$ cat src/rtl/uart_receiver.sv
// 8N1 UART receiver: 2-FF synchronized input, mid-bit sampling from a cycle-count bit timer,
// registered byte output with one-cycle valid and frame-error strobes.
module uart_receiver #(
  parameter int unsigned CLKS_PER_BIT = 8,
  parameter int unsigned WORD_SIZE    = 8
) (
  input  logic                 i_clk,
  input  logic                 i_rst,
  input  logic                 i_rx,
  output logic [WORD_SIZE-1:0] o_data,
  output logic                 o_data_DV,
  output logic                 o_frame_err,
  output logic                 o_busy
);

  localparam int unsigned CNT_W = (CLKS_PER_BIT > 2) ? $clog2(CLKS_PER_BIT) : 1;
  localparam int unsigned IDX_W = (WORD_SIZE > 2) ? $clog2(WORD_SIZE) : 1;

  localparam logic [CNT_W-1:0] HALF_LAST = CNT_W'(CLKS_PER_BIT / 2 - 1);
  localparam logic [CNT_W-1:0] BIT_LAST  = CNT_W'(CLKS_PER_BIT - 1);
  localparam logic [CNT_W-1:0] IDLE_QUAL = CNT_W'(2);
  localparam logic [IDX_W-1:0] IDX_LAST  = IDX_W'(WORD_SIZE - 1);

  typedef enum logic [2:0] {
    WAIT_IDLE,
    IDLE,
    START,
    DATA,
    STOP
  } state_t;

  state_t               state, state_n;
  logic [CNT_W-1:0]     cnt, cnt_n;
  logic [IDX_W-1:0]     idx, idx_n;
  logic [WORD_SIZE-1:0] shreg, shreg_n;
  logic [WORD_SIZE-1:0] data_n;
  logic                 dv_n, ferr_n, busy_n;
  logic                 rx_m, rx_s;

  // State, synchronizer and registered outputs
  always_ff @(posedge i_clk) begin
    if (i_rst) begin
      state       <= WAIT_IDLE;
      cnt         <= '0;
      idx         <= '0;
      shreg       <= '0;
      rx_m        <= 1'b1;
      rx_s        <= 1'b1;
      o_data      <= '0;
      o_data_DV   <= 1'b0;
      o_frame_err <= 1'b0;
      o_busy      <= 1'b0;
    end else begin
      state       <= state_n;
      cnt         <= cnt_n;
      idx         <= idx_n;
      shreg       <= shreg_n;
      rx_m        <= i_rx;
      rx_s        <= rx_m;
      o_data      <= data_n;
      o_data_DV   <= dv_n;
      o_frame_err <= ferr_n;
      o_busy      <= busy_n;
    end
  end

  // Next-state and output logic
  always_comb begin
    state_n = state;
    cnt_n   = cnt;
    idx_n   = idx;
    shreg_n = shreg;
    data_n  = o_data;
    dv_n    = 1'b0;
    ferr_n  = 1'b0;
    busy_n  = o_busy;

    case (state)
      // The synchronizer resets high and mimics an idle line for two cycles,
      // so demand three consecutive highs before trusting the line.
      WAIT_IDLE: begin
        busy_n = 1'b0;
        if (!rx_s) begin
          cnt_n = '0;
        end else if (cnt == IDLE_QUAL) begin
          cnt_n   = '0;
          state_n = IDLE;
        end else begin
          cnt_n = cnt + CNT_W'(1);
        end
      end

      IDLE: begin
        busy_n = 1'b0;
        if (!rx_s) begin
          state_n = START;
          cnt_n   = '0;
          busy_n  = 1'b1;
        end
      end

      START: begin
        if (cnt == HALF_LAST) begin
          cnt_n = '0;
          if (!rx_s) begin
            state_n = DATA;
            idx_n   = '0;
          end else begin
            state_n = IDLE;
            busy_n  = 1'b0;
          end
        end else begin
          cnt_n = cnt + CNT_W'(1);
        end
      end

      DATA: begin
        if (cnt == BIT_LAST) begin
          cnt_n   = '0;
          shreg_n = {rx_s, shreg[WORD_SIZE-1:1]};
          if (idx == IDX_LAST) begin
            state_n = STOP;
          end else begin
            idx_n = idx + IDX_W'(1);
          end
        end else begin
          cnt_n = cnt + CNT_W'(1);
        end
      end

      STOP: begin
        if (cnt == BIT_LAST) begin
          cnt_n  = '0;
          busy_n = 1'b0;
          if (rx_s) begin
            data_n  = shreg;
            dv_n    = 1'b1;
            state_n = IDLE;
          end else begin
            ferr_n  = 1'b1;
            state_n = WAIT_IDLE;
          end
        end else begin
          cnt_n = cnt + CNT_W'(1);
        end
      end

      default: begin
        state_n = WAIT_IDLE;
        cnt_n   = '0;
        busy_n  = 1'b0;
      end
    endcase
  end

endmodule

$ cat config.mk
export PLATFORM = sky130hd
export DESIGN_NAME = uart_receiver
export DESIGN_NICKNAME = d
export VERILOG_FILES = /design/src/rtl/uart_receiver.sv
export SDC_FILE = /design/constraint.sdc
export NUM_CORES = 1
export LEC_CHECK = 0
export CAP_MARGIN = 25
export CORE_MARGIN = 1.5
export CORE_UTILIZATION = 58
export CTS_BUF_LIST = sky130_fd_sc_hd__clkbuf_2
export CTS_CLUSTER_SIZE = 30
export DETAILED_ROUTE_END_ITERATION = 8
export PLACE_DENSITY = 0.86
export SLEW_MARGIN = 20
export SYNTH_ARGS = -nofsm -noshare
export SYNTH_HDL_FRONTEND = slang
export SYNTH_SLANG_ARGS = --single-unit
$ cat constraint.sdc
create_clock -name i_clk -period 2 [get_ports i_clk]
set_input_delay 0.4 -clock i_clk [delete_from_list [all_inputs] [get_ports i_clk]]
set_output_delay 0.4 -clock i_clk [all_outputs]
set_load 0.01 [all_outputs]
==> key figures <==
Outcome
  – Outcome: finished clean

Final layout
  – Area grow syn2layout: 12.5%
  – Final core utilization: 0.715
  – Ant. Diodes: 0
  – Fin nets: 187
  – Layout cells sized above 1: 0.102
  – Final Cell Area: 1630 sq um

Global routing
  – Total grt overflow: 0
  – Met3 Usage GRT: 0.0791
  – Met2 global-route usage: 0.417
  – Initial antenna violation count: 0
  – Vias in the first global route: 1130
  – Largest net degree at the start of global routing: 28
  – GR Util All Layers: 0.248
  – Met1 Resource Use GR: 0.305
  – First-pass GRT wire length: 5090 microns
  – Grt peak-use layer: met2

Yosys
  – Synth top area cells: dfxtp_1, mux2i_1, ha_1, nand2_1, a21oi_1
  – Post-Syn Area: 1450 sq um
  – Area fraction of the dominant cell type after synthesis: 0.415
  – Top-count cell post-synth: dfxtp_1
  – Adder-Cell Fraction of Synth Area: 0.0692
  – Yosys cell types: 39
  – Post-Synth XOR/XNOR Area: 0
  – Main synth FF type: dfxtp_1
  – Multiplexer share of the synthesized area: 0.0761
  – Seq/Total Area, Yosys: 0.415
  – Cells after Synth: 163
  – Net Count, Synth: 174
  – Seq cells post-synth: 30
  – Synth Area in Simple Gates: 0.226
  – Average cell area after synthesis: 8.87 sq um
  – Synth Area in Compound Gates: 0.162
  – Biggest area consumer among synthesized cells: dfxtp_1
  – Synth cell count leaders: dfxtp_1, nand2_1, nor2_1, a21oi_1, mux2i_1
  – Ys async rst share: 0
  – Number of synthesized flops with an enable pin: 0
  – Ys Warns: 0
  – Largest family of logic cells by synthesized area: simple AND/OR/NAND/NOR gates

Critical path
  – Crit path kind: flop to flop
  – Worst R2R Start: cnt[0]
  – Arr. time, crit path: 2.09 ns
  – Reg2Reg Depth: 6
  – CP Max Fanout: 4
  – CP endpoint kind: flop
  – Worst R2R Setup Slack: 0.15 ns
  – Type of origin of the critical path: flop
  – CP required: 2.24 ns
  – FF-to-FF End: idx[2]

STA
  – Max Freq: 542 MHz
  – Setup TNS: 0 ns
  – Slew margin rel.: 0.723
  – Slew at the pin closest to its max-slew limit: 0.414 ns
  – Skew final: 0.0118 ns
  – Fin. max-slew vios: 0
  – Tcrit/Tclk final: 0.923
  – RSZ-0062 raised after global routing: false
  – Final Setup Violations: 0
  – Min Hold Slack: 0.445 ns
  – Tmin final: 1.85 ns
  – Post-route setup slack: 0.154 ns
  – Hold Fails Final Rpt: 0

Placed design
  – Post-place instance area: 1590 sq um
  – Post-DP HPWL: 2100 microns
  – GPL Wtd Cong: 0.870
  – DP Worst Slack: 0.173 ns
  – IO Port Bufs: 13

CTS
  – CTS clock-pin slew for the worst setup and hold paths: 0.16 ns
  – TritonCTS clock tree: done
  – Clk Latency, worst-skew pair: 0.33 ns
  – Resized Gates After CTS: 0
  – Total CTS buffers: 5
  – Clock root cell: clkbuf_2
  – H-tree levels: 2
  – Max clock buf depth: 2
  – # hold bufs at CTS: 0
  – Clk sinks: 30
  – Post-CTS Setup Inserts: 0

Worst hold path
  – Cells on Worst Hold Path: 1
  – Worst-case hold path end point: rx_s
  – Hold path start: rx_m
  – Min-delay worst type: flop to flop

Routing
  – TritonRoute pass-1 iters: 5
  – Drt wl/cell: 14.2 microns
  – Vias: 1204
  – Routed Antenna Nets: 0
  – Detailed Route WL: 2900 microns
  – DRT iter0 DRCs: 35
  – DRC Markers: 0
  – DR vias/cell: 5.87

Die
  – FP Rows: 17
  – Core box area: 2280 sq um
  – I/O Pins: 14
  – Die height: 52.9 microns
  – Initial core utilization: 0.636
  – Die X-Extent: 52.9 microns
  – DIE AREA: 2800 sq um

Power and ir drop
  – Cell area power density: 874 nW/um^2
  – VDD IR max: 537 uV
  – Leakage: 0.667 nW

Job
  – Max-cap violations: 0
-- metrics by stage --
stage               cells  power [mW]
floorplan             163        1.04
global placement      197        1.12
detailed placement    197        1.14
CTS                   205        1.42
global route          205        1.52
finish                205        1.42
-- registers in the layout (all words and copies together) (netlist names), 3 cells and up --
register and flops:
cnt 3, idx 3, o_data 8, shreg 8
state 3
-- layout make-up --
class                           instances  area [sq um]
Timing Repair Buffer                   17           160
Clock inverter                          3          16.3
Tap cell                               28          35.0
Clock buffer                            5          25.0
Fill cell                             170           649
Multi-Input combinational cell        117           771
Sequential cell                        30           601
Inverter                                5          18.8
-- power breakdown --
part           switching (mW)  total [mW]  internal (mW)
logic                   0.227       0.432          0.206
clock network           0.203       0.284         0.0800
registers              0.0656       0.706          0.641
total                   0.496        1.42          0.927
-- layer usage --
metal / routed length [microns] / up-vias / share of wire
met5: 0 / - / 0
met4: 0 / 0 / 0
met3: 128 / 0 / 0.044
met2: 1480 / 34 / 0.51
met1: 1300 / 579 / 0.45
li1: - / 591 / -
-- worst max path at each step --
stage,from,endpoint,slack (ns),cells after the start
after detailed placement,cnt[0],idx[2],0.17,6
after CTS,cnt[0],idx[2],0.15,6
after global placement,cnt[0],idx[1],0.26,6
after floorplan,cnt[0],idx[0],0.33,6
final,cnt[0],idx[2],0.15,6
after global routing,cnt[0],idx[1],0.02,6
-- cells by family (layout without fill, tap and decap cells) --
group,after synthesis,count (layout)
DFF,30,30
muxes,11,11
adders and majority gates,8,8
and+or+nand+nor,67,67
buffers and inverters,16,30
AOI/OAI and AO/OA,31,31
-- cells in the final DEF, fill, tap and decap left out, drive strengths merged, types with 4 or more instances in the layout --
cell	count
a21oi	13
dfxtp	30
nor2	15
nand2	24
nor3	4
clkbuf	5
clkdlybuf4s50	13
inv	5
buf	4
ha	8
mux2i	11
-- worst max-delay path: stages (launching register included) --
cell and delay, ns:
dfxtp_1 0.40, ha_1 0.25, ha_1 0.22, or3b_4 0.40
a21boi_4 0.21, mux2i_1 0.21, nor2_1 0.05
Power figures use the tool's default switching activity.
